### src/rtl/bitserial_relu_quantizer_mc.sv
// rtl/bitserial_relu_quantizer_mc.sv - multi-channel bit-serial ReLU + fixed-point window quantizer
// Optional round-half-up on bit QUANT_LSB-1 is enabled by defining ROUND_NEAREST_EN.
module bitserial_relu_quantizer_mc #(
    parameter int NUM_CH    = 4,
    parameter int WORD_LEN  = 32,
    parameter int OUT_W     = 8,
    parameter int QUANT_LSB = 11
) (
    input  logic                    clk,
    input  logic                    reset,
    input  logic                    in_valid,
    input  logic                    frame_start,
    input  logic [NUM_CH-1:0]       in_bits,
    output logic                    out_valid,
    output logic [NUM_CH*OUT_W-1:0] out_data,
    output logic [NUM_CH-1:0]       out_sat,
    output logic                    frame_err
);
    localparam int CW = $clog2(WORD_LEN);
    localparam logic [CW-1:0] WIN_LO = CW'(QUANT_LSB);
    localparam logic [CW-1:0] WIN_HI = CW'(QUANT_LSB + OUT_W);
    localparam logic [CW-1:0] LAST   = CW'(WORD_LEN - 1);

    generate
        if (QUANT_LSB + OUT_W > WORD_LEN - 1) begin : g_bad_window
            $error("bitserial_relu_quantizer_mc: window overlaps the sign bit");
        end
`ifdef ROUND_NEAREST_EN
        if (QUANT_LSB < 1) begin : g_bad_round
            $error("bitserial_relu_quantizer_mc: rounding needs QUANT_LSB >= 1");
        end
`endif
    endgenerate

    logic [CW-1:0]                   cnt;
    logic [CW-1:0]                   k;
    logic [NUM_CH-1:0][OUT_W-1:0]    win;
    logic [NUM_CH-1:0]               ovf;
    logic [NUM_CH*OUT_W-1:0]         res_data;
    logic [NUM_CH-1:0]               res_sat;
`ifdef ROUND_NEAREST_EN
    localparam logic [CW-1:0] RND_BIT = CW'(QUANT_LSB - 1);
    logic [NUM_CH-1:0]               rnd;
`endif

    // A frame_start sample always restarts the word at bit 0.
    assign k = frame_start ? '0 : cnt;

    always_comb begin
        res_data = '0;
        res_sat  = '0;
        for (int ch = 0; ch < NUM_CH; ch++) begin
            if (in_bits[ch]) begin
                res_data[ch*OUT_W +: OUT_W] = '0;
            end else if (ovf[ch]) begin
                res_data[ch*OUT_W +: OUT_W] = '1;
                res_sat[ch]                 = 1'b1;
`ifdef ROUND_NEAREST_EN
            end else if (rnd[ch] && (&win[ch])) begin
                res_data[ch*OUT_W +: OUT_W] = '1;
                res_sat[ch]                 = 1'b1;
            end else begin
                res_data[ch*OUT_W +: OUT_W] = win[ch] + OUT_W'(rnd[ch]);
`else
            end else begin
                res_data[ch*OUT_W +: OUT_W] = win[ch];
`endif
            end
        end
    end

    always_ff @(posedge clk) begin
        if (reset) begin
            cnt       <= '0;
            win       <= '0;
            ovf       <= '0;
            out_valid <= 1'b0;
            out_data  <= '0;
            out_sat   <= '0;
            frame_err <= 1'b0;
`ifdef ROUND_NEAREST_EN
            rnd       <= '0;
`endif
        end else begin
            out_valid <= 1'b0;
            frame_err <= in_valid && frame_start && (cnt != '0);
            if (in_valid) begin
                cnt <= (k == LAST) ? '0 : k + 1'b1;
                if (k == LAST) begin
                    out_valid <= 1'b1;
                    out_data  <= res_data;
                    out_sat   <= res_sat;
                    win       <= '0;
                    ovf       <= '0;
`ifdef ROUND_NEAREST_EN
                    rnd       <= '0;
`endif
                end else begin
                    for (int ch = 0; ch < NUM_CH; ch++) begin
                        // LSB-first arrival: shifting in at the top leaves bit QUANT_LSB at bit 0.
                        if (k >= WIN_LO && k < WIN_HI)
                            win[ch] <= (win[ch] >> 1) | (OUT_W'(in_bits[ch]) << (OUT_W - 1));
                        else if (k == '0)
                            win[ch] <= '0;
                        if (k >= WIN_HI)
                            ovf[ch] <= ovf[ch] | in_bits[ch];
                        else if (k == '0)
                            ovf[ch] <= 1'b0;
`ifdef ROUND_NEAREST_EN
                        if (k == RND_BIT)
                            rnd[ch] <= in_bits[ch];
                        else if (k == '0)
                            rnd[ch] <= 1'b0;
`endif
                    end
                end
            end
        end
    end
endmodule

### config.mk
export PLATFORM = sky130hd
export DESIGN_NAME = bitserial_relu_quantizer_mc
export DESIGN_NICKNAME = d
export VERILOG_FILES = /design/src/rtl/bitserial_relu_quantizer_mc.sv
export SDC_FILE = /design/constraint.sdc
export NUM_CORES = 1
export LEC_CHECK = 0
export ABC_AREA = 1
export CORE_MARGIN = 4
export CORE_UTILIZATION = 40
export CTS_CLUSTER_SIZE = 28
export DETAILED_ROUTE_END_ITERATION = 8
export PLACE_DENSITY = 0.59
export SYNTH_ARGS = -nofsm -noshare
export SYNTH_HDL_FRONTEND = slang
export SYNTH_SLANG_ARGS = --single-unit
### constraint.sdc
create_clock -name clk -period 6.2 [get_ports clk]
set_clock_uncertainty 0.2 [all_clocks]
set_input_delay 1.24 -clock clk [delete_from_list [all_inputs] [get_ports clk]]
set_output_delay 1.24 -clock clk [all_outputs]
set_load 0.1 [all_outputs]
**After elaboration in Yosys (flattened, before gate mapping)**

Index checks and enable logic that the tools add are counted.
Widths: inputs -> output; s select.

- Input port bits: 8
- Bits in registers: 79
- Logic and storage cells: 66
- Output and inout bits: 38

- Reduce and logical (&&, ||, !) cells: 11
- Add/sub/neg operators: 1
- Muxes and demuxes: 31
- Eq/ne operators: 1
- Bitwise operators: 9
- $lt $le $gt $ge: 3

Operators with widths:

| operator | count |
|---|---|
| $mux 8 | 13 |
| $mux 32 | 1 |
| $or 7x8->8 | 4 |
| $mux 1 | 14 |
| $mux 5 | 2 |
| $reduce_and 2->1 | 3 |
| $reduce_bool 3->1 | 2 |
| $add 5x1->5 const B | 1 |
| $eq 5x5->1 const B | 1 |
| $ge 5x4->1 const B | 1 |
| $ge 5x5->1 const B | 1 |
| $logic_not 5->1 | 1 |
| $lt 5x5->1 const B | 1 |
| $reduce_bool 5->1 | 1 |
| $mux 4 | 1 |
| $or 1x1->1 | 4 |
| $logic_and 1x1->1 | 3 |
| $reduce_or 2->1 | 1 |
| $not 1->1 | 1 |

**Longest topological paths before layout**

Gate-level depths: netlist (run 1).

- Depth after elaboration: 5
- Gate-level depth with buffers: 14
- Mapped depth without buffers: 13

**Least setup slack after synthesis (run 1)**

OpenSTA, ideal clock, no wires.

- Path kind: input-to-reg
- Start point: input frame_start
- End point: register out_data[8]
- Library setup time: 0.122 ns
- Buffers on the path: 2
- Cell stages on the path: 9
- Slack: 3.371 ns
- Data arrival time: 2.507 ns
- Cell sequence: nor2_2 ha_1 nand4_1 nor2_2 nand2_1 inv_2 buf_2 buf_2 a21oi_1

- Longest elaborated chain between the ends: 3

Ends and longest elaborated chain:

| item | RTL line | source |
|---|---|---|
| start: declaration | 12 | `input logic frame_start,` |
| $mux 5 | 47 | `assign k = frame_start ? '0 : cnt;` |
| $eq 5x5->1 | 89 | `if (k == LAST) begin` |
| $reduce_and 2->1 (no source line) | - |  |
| end signal: assignment | 91 | `out_data <= res_data;` |
| end: declaration | 15 | `output logic [NUM_CH*OUT_W-1:0] out_data,` |

No other way between the ends.
A chain may end at the register's enable or synchronous reset.

**Worst setup path after layout (run 1)**

- Start point: input frame_start
- End point: register out_data[21]

Same word-level chain as after synthesis.

==> flow_summary.yaml, run 1 <==
placed_design:
  gp_congestion: 0.815
  dpl_worst_slack_ns: 1.84
  dp_cells: 615
  dpl-instance-area_um2: 4060
  io_buffers: 45
  dp_hpwl_mm: 5.27
routing:
  drc_errors: 0
  routed_wl_mm: 8.40
  ant_nets: 0
  drtIter0Drc: 176
  firstDrtPassIters: 4
  vias_per_cell: 5.11
  vias: 3222
  wl_per_cell_um: 13.3
worst_hold_path:
  hp-class: "flop to flop"
  min_from: "cnt[1]$_SDFFE_PP0P_"
timing:
  rsz0062_at_grt: "no"
  fin_setup_tns_ns: 0
  period_minus_slack_ns: 3.99
  holdWs_ns: 0.278
  hold_viol: 0
  finalSetupViolCount: 0
  maxSlewHeadroom_pct: 33.1
  tightest_slew_ns: 1.00
  fmax_mhz: 250
  post-route-period-util_pct: 64.4
  worst_slack_ns: 2.21
  slew_viol_final: 0
yosys:
  syn_nets: 502
  ys_seq_area_share_pct: 43.4
  synth.top_cells.by_area: "dfxtp_1, nand3_1, nor2_1"
  avgSynthCellArea_um2: 7.41
  synth_top_area_cell: "dfxtp_1"
  synth_edf_count: 0
  synth_cell_types: 27
  async_reset_ff_share_pct: 0
  synth.most_common_cell: "dfxtp_1"
  synthesis.instances: 492
  synth-seq-cells: 79
  yosys_most_used_dff: "dfxtp_1"
  yosysTopAreaCellShare_pct: 43.4
  synthesis.area_um2: 3650
  synth-warning-count: 0
  synth_common_cells: "dfxtp_1, nor2_1, nand2_1"
floorplan:
  core_um2: 8810
  rows: 34
  fp.dieArea_um2: 10700
  pin_count: 46
  fp.dieW_um: 103
  initial_core_util_pct: 41.4
  die_y_um: 103
global_routing:
  grt_max_degree: 60
  grt_pass1_vias: 2880
  antenna_found_initial: 0
  overflow: 0
  grt_pass1_wl_mm: 14.1
  grtUsageTotal_pct: 16.6
critical_path:
  path_class: "input pin to flop"
  arrival_ns: 4.04
  cp.required_ns: 6.25
  cp-startpoint: "frame_start"
  r2r-end: "out_data[21]$_SDFFE_PP0P_"
  worst_path_max_delay_cell: "inv_2"
  crit_end: "out_data[21]$_SDFFE_PP0P_"
  cpMostUsedCell: "nor2_2"
  end_kind: "flop"
  worst-path-max-fanout: 59
  path_cells: "clkdlybuf4s50_1 > nor2_2 > ha_1 > nand4_1 > nor2_2 > nand2_1 > inv_2 > o21ai_0 > o211a_1"
  r2r-start: "cnt[1]$_SDFFE_PP0P_"
  cpPeakStageDelay_ns: 0.80
  regToRegSetupSlack_ns: 3.24
  startpoint_type: "input pin"
  reg2reg_depth: 9
power_and_ir_drop:
  p_per_area_nw_per_um2: 229
  peakVddDrop_v: 0.000103
  power_leakage_uw: 0.00168
cells_and_area:
  drive_gt1_share_pct: 11.7
  n_antenna_cell: 0
  fin_cells: 631
  final_net_count: 528
  syn_to_final_growth_pct: 15.8
  fin_area_um2: 4220
run_status:
  status: "finished, final reports clean"
flow_run:
  drv_cap: 0
cts:
  cts_tree: "done"
  cts_sinks: 79
  cts_made_buffers: 9
  cts.path.max_buffers: 2
  post_cts_buffers: 0
  hold_buffers: 0
  cts_max_level: 3
  cts_resized: 0
  clkTransAtPathRegs_ns: 0.08
  cts_root_buf: "clkbuf_8"
  worstSkewPairLatency_ns: 0.35
==> metal layers <==
| metal | routed length (um) | global-route usage [%] |
|---|---|---|
| met5 | 0 | 0 |
| met4 | 131 | 6.77 |
| met3 | 401 | 3.89 |
| met2 | 3700 | 25.1 |
| met1 | 4170 | 22.8 |
==> per-stage QoR <==
stage | util (%) | power (uW)
4_1_cts | 48.0 | 976
5_1_grt | 48.0 | 1010
3_5_place_dp | 46.1 | 644
3_3_place_gp | 46.1 | 642
2_1_floorplan | - | 626
6_report | 48.0 | 965
==> worst min path at each step <==
stage / to / slack, ns / depth (start not counted)
5_1_grt: out_data[18]$_SDFFE_PP0P_ / 0.31 / 2
3_5_place_dp: cnt[1]$_SDFFE_PP0P_ / 0.27 / 2
4_1_cts: cnt[1]$_SDFFE_PP0P_ / 0.28 / 2
3_3_place_gp: cnt[1]$_SDFFE_PP0P_ / 0.26 / 2
6_report: cnt[1]$_SDFFE_PP0P_ / 0.28 / 2
2_1_floorplan: cnt[1]$_SDFFE_PP0P_ / 0.25 / 2
==> critical path, delay by kind of cell <==
family	cells	cell delay, ns
buffers and inverters	2	1.28
AND/OR/NAND/NOR	4	0.89
AO/OA/AOI/OAI	2	0.36
adder cells (fa/ha/maj)	1	0.25
==> cells by family after synthesis <==
family	share of synthesized area (%)
compound gates	20.4
flops	43.4
fa+ha+maj	0.686
buf+inv	9.26
simple gates	26.3
==> layout by cell type (no fill, tap or decap), types with 7 or more instances in the layout <==
cell type	count
o21ai_0	30
a21oi_1	36
inv_1	34
nor2_1	72
a21oi_2	20
nand2_1	69
dfxtp_1	79
clkbuf_8	9
o21ai_1	25
nand3_1	61
inv_2	7
clkdlybuf4s50_1	44
==> where the power goes <==
group	internal (uW)	switching, uW
clock	143	190
sequential	523	13.5
combinational	33.8	61.3
total	700	265
==> cell type report <==
type / instances / area [um2]
tap: 108 / 135
clock buffer: 10 / 128
sequential: 79 / 1580
fill: 909 / 4580
clock inverter: 6 / 37.5
timing repair buffer: 47 / 460
multi-input combinational: 340 / 1730
inverter: 41 / 154
==> flip-flops by register name (all words and copies together), names as in the netlist <==
signal	flops
frame_err	1
out_data	32
out_valid	1
ovf	4
out_sat	4
win	32
cnt	5
No activity file was read; power rests on OpenSTA's default activity.
==> run 2, diff against run 1 <==
clock period = 3.7 ns   (was 6.2 ns; I/O delays follow)
==> flow_summary.yaml, run 2 (synthesis gave the netlist of run 1 again) <==
routing:
  ant_nets: 0
  drtIter0Drc: 128
  vias_per_cell: 5.14
  firstDrtPassIters: 4
  drc_errors: 0
  vias: 3279
  routed_wl_mm: 8.59
  wl_per_cell_um: 13.5
timing:
  period_minus_slack_ns: 2.91
  tightest_slew_ns: 0.986
  fmax_mhz: 344
  maxSlewHeadroom_pct: 34.1
  rsz0062_at_grt: "no"
  slew_viol_final: 0
  hold_viol: 0
  fin_setup_tns_ns: 0
  post-route-period-util_pct: 78.6
  finalSetupViolCount: 0
critical_path:
  r2r-start: "cnt[1]$_SDFFE_PP0P_"
  startpoint_type: "input pin"
  crit_buf_inv: 3
  end_kind: "flop"
  cpMostUsedCell: "nor2_2"
  worst_path_max_delay_cell: "clkdlybuf4s50_1"
  crit_family: "buffers and inverters"
  crit_end: "out_data[9]$_SDFFE_PP0P_"
  r2r-end: "out_data[9]$_SDFFE_PP0P_"
  worst-path-max-fanout: 33
  cp.required_ns: 3.76
  arrival_ns: 2.97
  path_cells: "clkdlybuf4s50_1 > nor2_2 > ha_1 > nand4_1 > nor2_2 > nand2_1 > inv_2 > buf_12 > nor2_1 > a211oi_1"
  cpPeakStageDelay_ns: 0.48
  crit_cells: 10
  path_class: "input pin to flop"
  regToRegSetupSlack_ns: 1.34
  reg2reg_depth: 10
  cp-startpoint: "frame_start"
cells_and_area:
  syn_to_final_growth_pct: 18.7
  layout_commonest_cell: "dfxtp_1"
  fillers: 927
  final_net_count: 535
  largestRegisters: "out_data: 32 flops, win: 32 flops, cnt: 5 flops"
  drive_gt1_share_pct: 13.2
  final_util_pct: 49.1
  final_cell_mix: "dfxtp_1, nor2_1, nand2_1, nand3_1, clkdlybuf4s50_1"
  n_antenna_cell: 0
  fin_cells: 638
placed_design:
  io_buffers: 45
  dp_cells: 622
  gp_congestion: 0.892
  dp_hpwl_mm: 5.59
power_and_ir_drop:
  switching_share_pct: 25.7
  p_per_area_nw_per_um2: 389
  peakVddDrop_v: 0.000150
  p_int_uw: 1250
  p_seq_share_pct: 53.4
  power_leakage_uw: 0.00175
  p_clk_share_pct: 36.9
  pwr-share-comb_pct: 9.7
  switchingPower_uw: 433
flow_run:
  drv_cap: 0
run_status:
  status: "finished, final reports clean"
global_routing:
  antenna_found_initial: 0
  grt_pass1_vias: 3103
  overflow: 0
  grt_pass1_wl_mm: 14.7
  grtUsageTotal_pct: 17.2
  grt_max_degree: 55
cts:
  hold_buffers: 0
  post_cts_buffers: 0
  cts_made_buffers: 9
  cts_root_buf: "clkbuf_8"
  cts_sinks: 79
  cts.path.max_buffers: 2
  cts_tree: "done"
  worstSkewPairLatency_ns: 0.34
  cts_max_level: 3
  clkTransAtPathRegs_ns: 0.08
  cts_resized: 0
worst_hold_path:
  hp-class: "flop to flop"
floorplan:
  fp.dieW_um: 103
  fp.dieArea_um2: 10700
  rows: 34
  pin_count: 46
  die_y_um: 103
  core_um2: 8810
  initial_core_util_pct: 41.4
## run 2: cell types whose count changed in the layout (fill, tap and decap cells not counted), sizes merged
cell | before | now
clkdlybuf4s50 | 44 | 43
clkinvlp | 3 | 0
clkbuf | 10 | 13
buf | 3 | 11
## run 2: worst min path at each step
stage / startpoint / end / slack, ns / cells past startpoint
after floorplan: cnt[1]$_SDFFE_PP0P_ / cnt[1]$_SDFFE_PP0P_ / 0.25 / 2
after global placement: cnt[1]$_SDFFE_PP0P_ / cnt[1]$_SDFFE_PP0P_ / 0.26 / 2
after detailed placement: win[24]$_SDFFE_PP0P_ / win[24]$_SDFFE_PP0P_ / 0.27 / 2
after CTS: cnt[1]$_SDFFE_PP0P_ / cnt[1]$_SDFFE_PP0P_ / 0.28 / 2
after global routing: win[19]$_SDFFE_PP0P_ / win[19]$_SDFFE_PP0P_ / 0.31 / 2
final: cnt[1]$_SDFFE_PP0P_ / cnt[1]$_SDFFE_PP0P_ / 0.28 / 2
## run 2: area by class of cell
type                            count  area, um2  area share [%]
Timing Repair Buffer               54        536            12.4
Clock buffer                       13        179            4.13
Inverter                           41        154            3.56
Tap cell                          108        135            3.12
Clock inverter                      3       15.0           0.347
Multi-Input combinational cell    340       1730            39.9
Sequential cell                    79       1580            36.5
## run 2: power by group through the flow
stage	Clock, uW	Combinational (uW)	Sequential, uW
2_1_floorplan	0	133	915
3_3_place_gp	0	160	919
3_5_place_dp	0	163	920
4_1_cts	643	164	900
5_1_grt	684	186	903
6_report	621	162	900
## run 2: worst min-delay path, cell delays in order (launching register included)
cell and delay (ns):
dfxtp_1 0.31, nand2_1 0.06, a21oi_1 0.06
## run 2: per-stage QoR
stage	hold slack (ns)	cell area, um2	total power (uW)	setup WS (ns)
after floorplan	0.245	3650	1050	1.37
after global placement	0.256	4130	1080	0.560
after detailed placement	0.265	4130	1080	0.480
after CTS	0.279	4330	1710	0.818
after global routing	0.310	4330	1770	0.603
final	0.275	4330	1680	0.792
## run 2: metal layers
layer	vias up	share of wire (%)	global-route usage, %
met1	1533	49	22.6
met2	57	47	28.0
met5	-	0	0
li1	1687	-	-
met3	2	4.2	5.23
met4	0	0.34	3.88
==> run 3, diff against run 2 <==
clock period = 3 ns   (was 3.7 ns; I/O delays follow)
==> flow_summary.yaml, run 3 (synthesis gave the netlist of run 1 again) <==
routing:
  drtIter0Drc: 188
  ant_nets: 0
  drc_errors: 0
  wl_per_cell_um: 13.2
  vias_per_cell: 5.11
  vias: 3283
  routed_wl_mm: 8.50
  firstDrtPassIters: 4
timing:
  worst_slack_ns: 0.388
  tightest_slew_ns: 0.465
  period_minus_slack_ns: 2.61
  fin_setup_tns_ns: 0
  maxSlewHeadroom_pct: 68.9
  hold_viol: 0
  slew_viol_final: 0
  fmax_mhz: 383
  post-route-period-util_pct: 87.1
  rsz0062_at_grt: "no"
  finalSetupViolCount: 0
  holdWs_ns: 0.277
power_and_ir_drop:
  p_per_area_nw_per_um2: 507
  power_leakage_uw: 0.00185
  power_uw: 2170
  peakVddDrop_v: 0.000248
critical_path:
  path_class: "input pin to flop"
  cp.required_ns: 3.08
  end_kind: "flop"
  worst-path-max-fanout: 25
  arrival_ns: 2.69
  startpoint_type: "input pin"
cts:
  cts_max_level: 3
  cts_resized: 0
  clkTransAtPathRegs_ns: 0.08
  cts_tree: "done"
  cts_sinks: 79
  post_cts_buffers: 0
  cts.path.max_buffers: 2
  worstSkewPairLatency_ns: 0.34
  cts_made_buffers: 9
  hold_buffers: 0
  cts_root_buf: "clkbuf_8"
placed_design:
  gp_congestion: 0.841
  dp_hpwl_mm: 5.60
  io_buffers: 45
  dp_cells: 626
  dpl_worst_slack_ns: 0.0511
floorplan:
  rows: 34
  initial_core_util_pct: 41.4
  die_y_um: 103
  fp.dieArea_um2: 10700
  fp.dieW_um: 103
  core_um2: 8810
  pin_count: 46
cells_and_area:
  fin_cells: 642
  drive_gt1_share_pct: 20.6
  final_cell_mix: "dfxtp_1, nor2_1, nand2_1, nand3_1, buf_4"
  syn_to_final_growth_pct: 17.5
  largestRegisters: "out_data: 32 flops, win: 32 flops, cnt: 5 flops"
  layout_commonest_cell: "dfxtp_1"
  n_antenna_cell: 0
  final_net_count: 539
run_status:
  status: "finished, final reports clean"
worst_hold_path:
  hp-class: "flop to flop"
global_routing:
  grtUsageTotal_pct: 17.1
  antenna_found_initial: 0
  grt_pass1_vias: 2875
  grt_pass1_wl_mm: 14.4
  grt_max_degree: 67
  overflow: 0
flow_run:
  drv_cap: 0
## run 3: changes by cell type in the layout (fill, tap and decap cells not counted), moves of 2 or more
cell	before	now
clkbuf_8	13	9
clkinvlp_4	0	2
buf_4	8	49
bufinv_16	0	2
clkdlybuf4s50_1	43	6
## run 3: final cells by class
cell class              count  area [um2]
repair buffers             58         473
well taps                 108         135
flip-flops and latches     79        1580
inverters                  41         154
multi-input cells         340        1730
clock inverters             6        85.1
clock buffers              10         128
fillers                   916        4520
## run 3: per-layer routing
metal | up-vias | global-route usage, % | wire [um]
met5 | - | 0 | 0
met2 | 71 | 25.8 | 3780
met3 | 7 | 2.88 | 376
li1 | 1698 | - | -
met4 | 0 | 5.58 | 87
met1 | 1507 | 24.7 | 4260
## run 3: final timing paths
check	from	to	slack, ns	cells past startpoint
setup / recovery	frame_start	out_data[31]$_SDFFE_PP0P_	0.39	10
hold / removal	cnt[1]$_SDFFE_PP0P_	cnt[1]$_SDFFE_PP0P_	0.28	2
setup reg to reg	cnt[1]$_SDFFE_PP0P_	out_data[31]$_SDFFE_PP0P_	0.80	10
hold reg to reg	cnt[1]$_SDFFE_PP0P_	cnt[1]$_SDFFE_PP0P_	0.28	2
## run 3: report_power, final
group / internal (uW) / switching (uW) / leakage, uW
combinational: 78.7 / 128 / 0.00110
sequential: 1080 / 29.0 / 0.000643
clock: 466 / 390 / 0.000102
## run 3: worst max-delay path: stages
cell	delay, ns
clkdlybuf4s50_1	0.49
nor2_2	0.23
ha_1	0.25
nand4_1	0.18
nor2_2	0.18
nand2_1	0.15
inv_2	0.11
buf_4	0.26
o21ai_0	0.11
a21oi_1	0.12
## run 3: stage by stage
step / util (%) / cell area, um2
2_1_floorplan: - / 3650
5_1_grt: 48.7 / 4280
3_5_place_dp: 46.2 / 4070
4_1_cts: 48.7 / 4280
3_3_place_gp: 46.2 / 4070
6_report: 48.7 / 4280
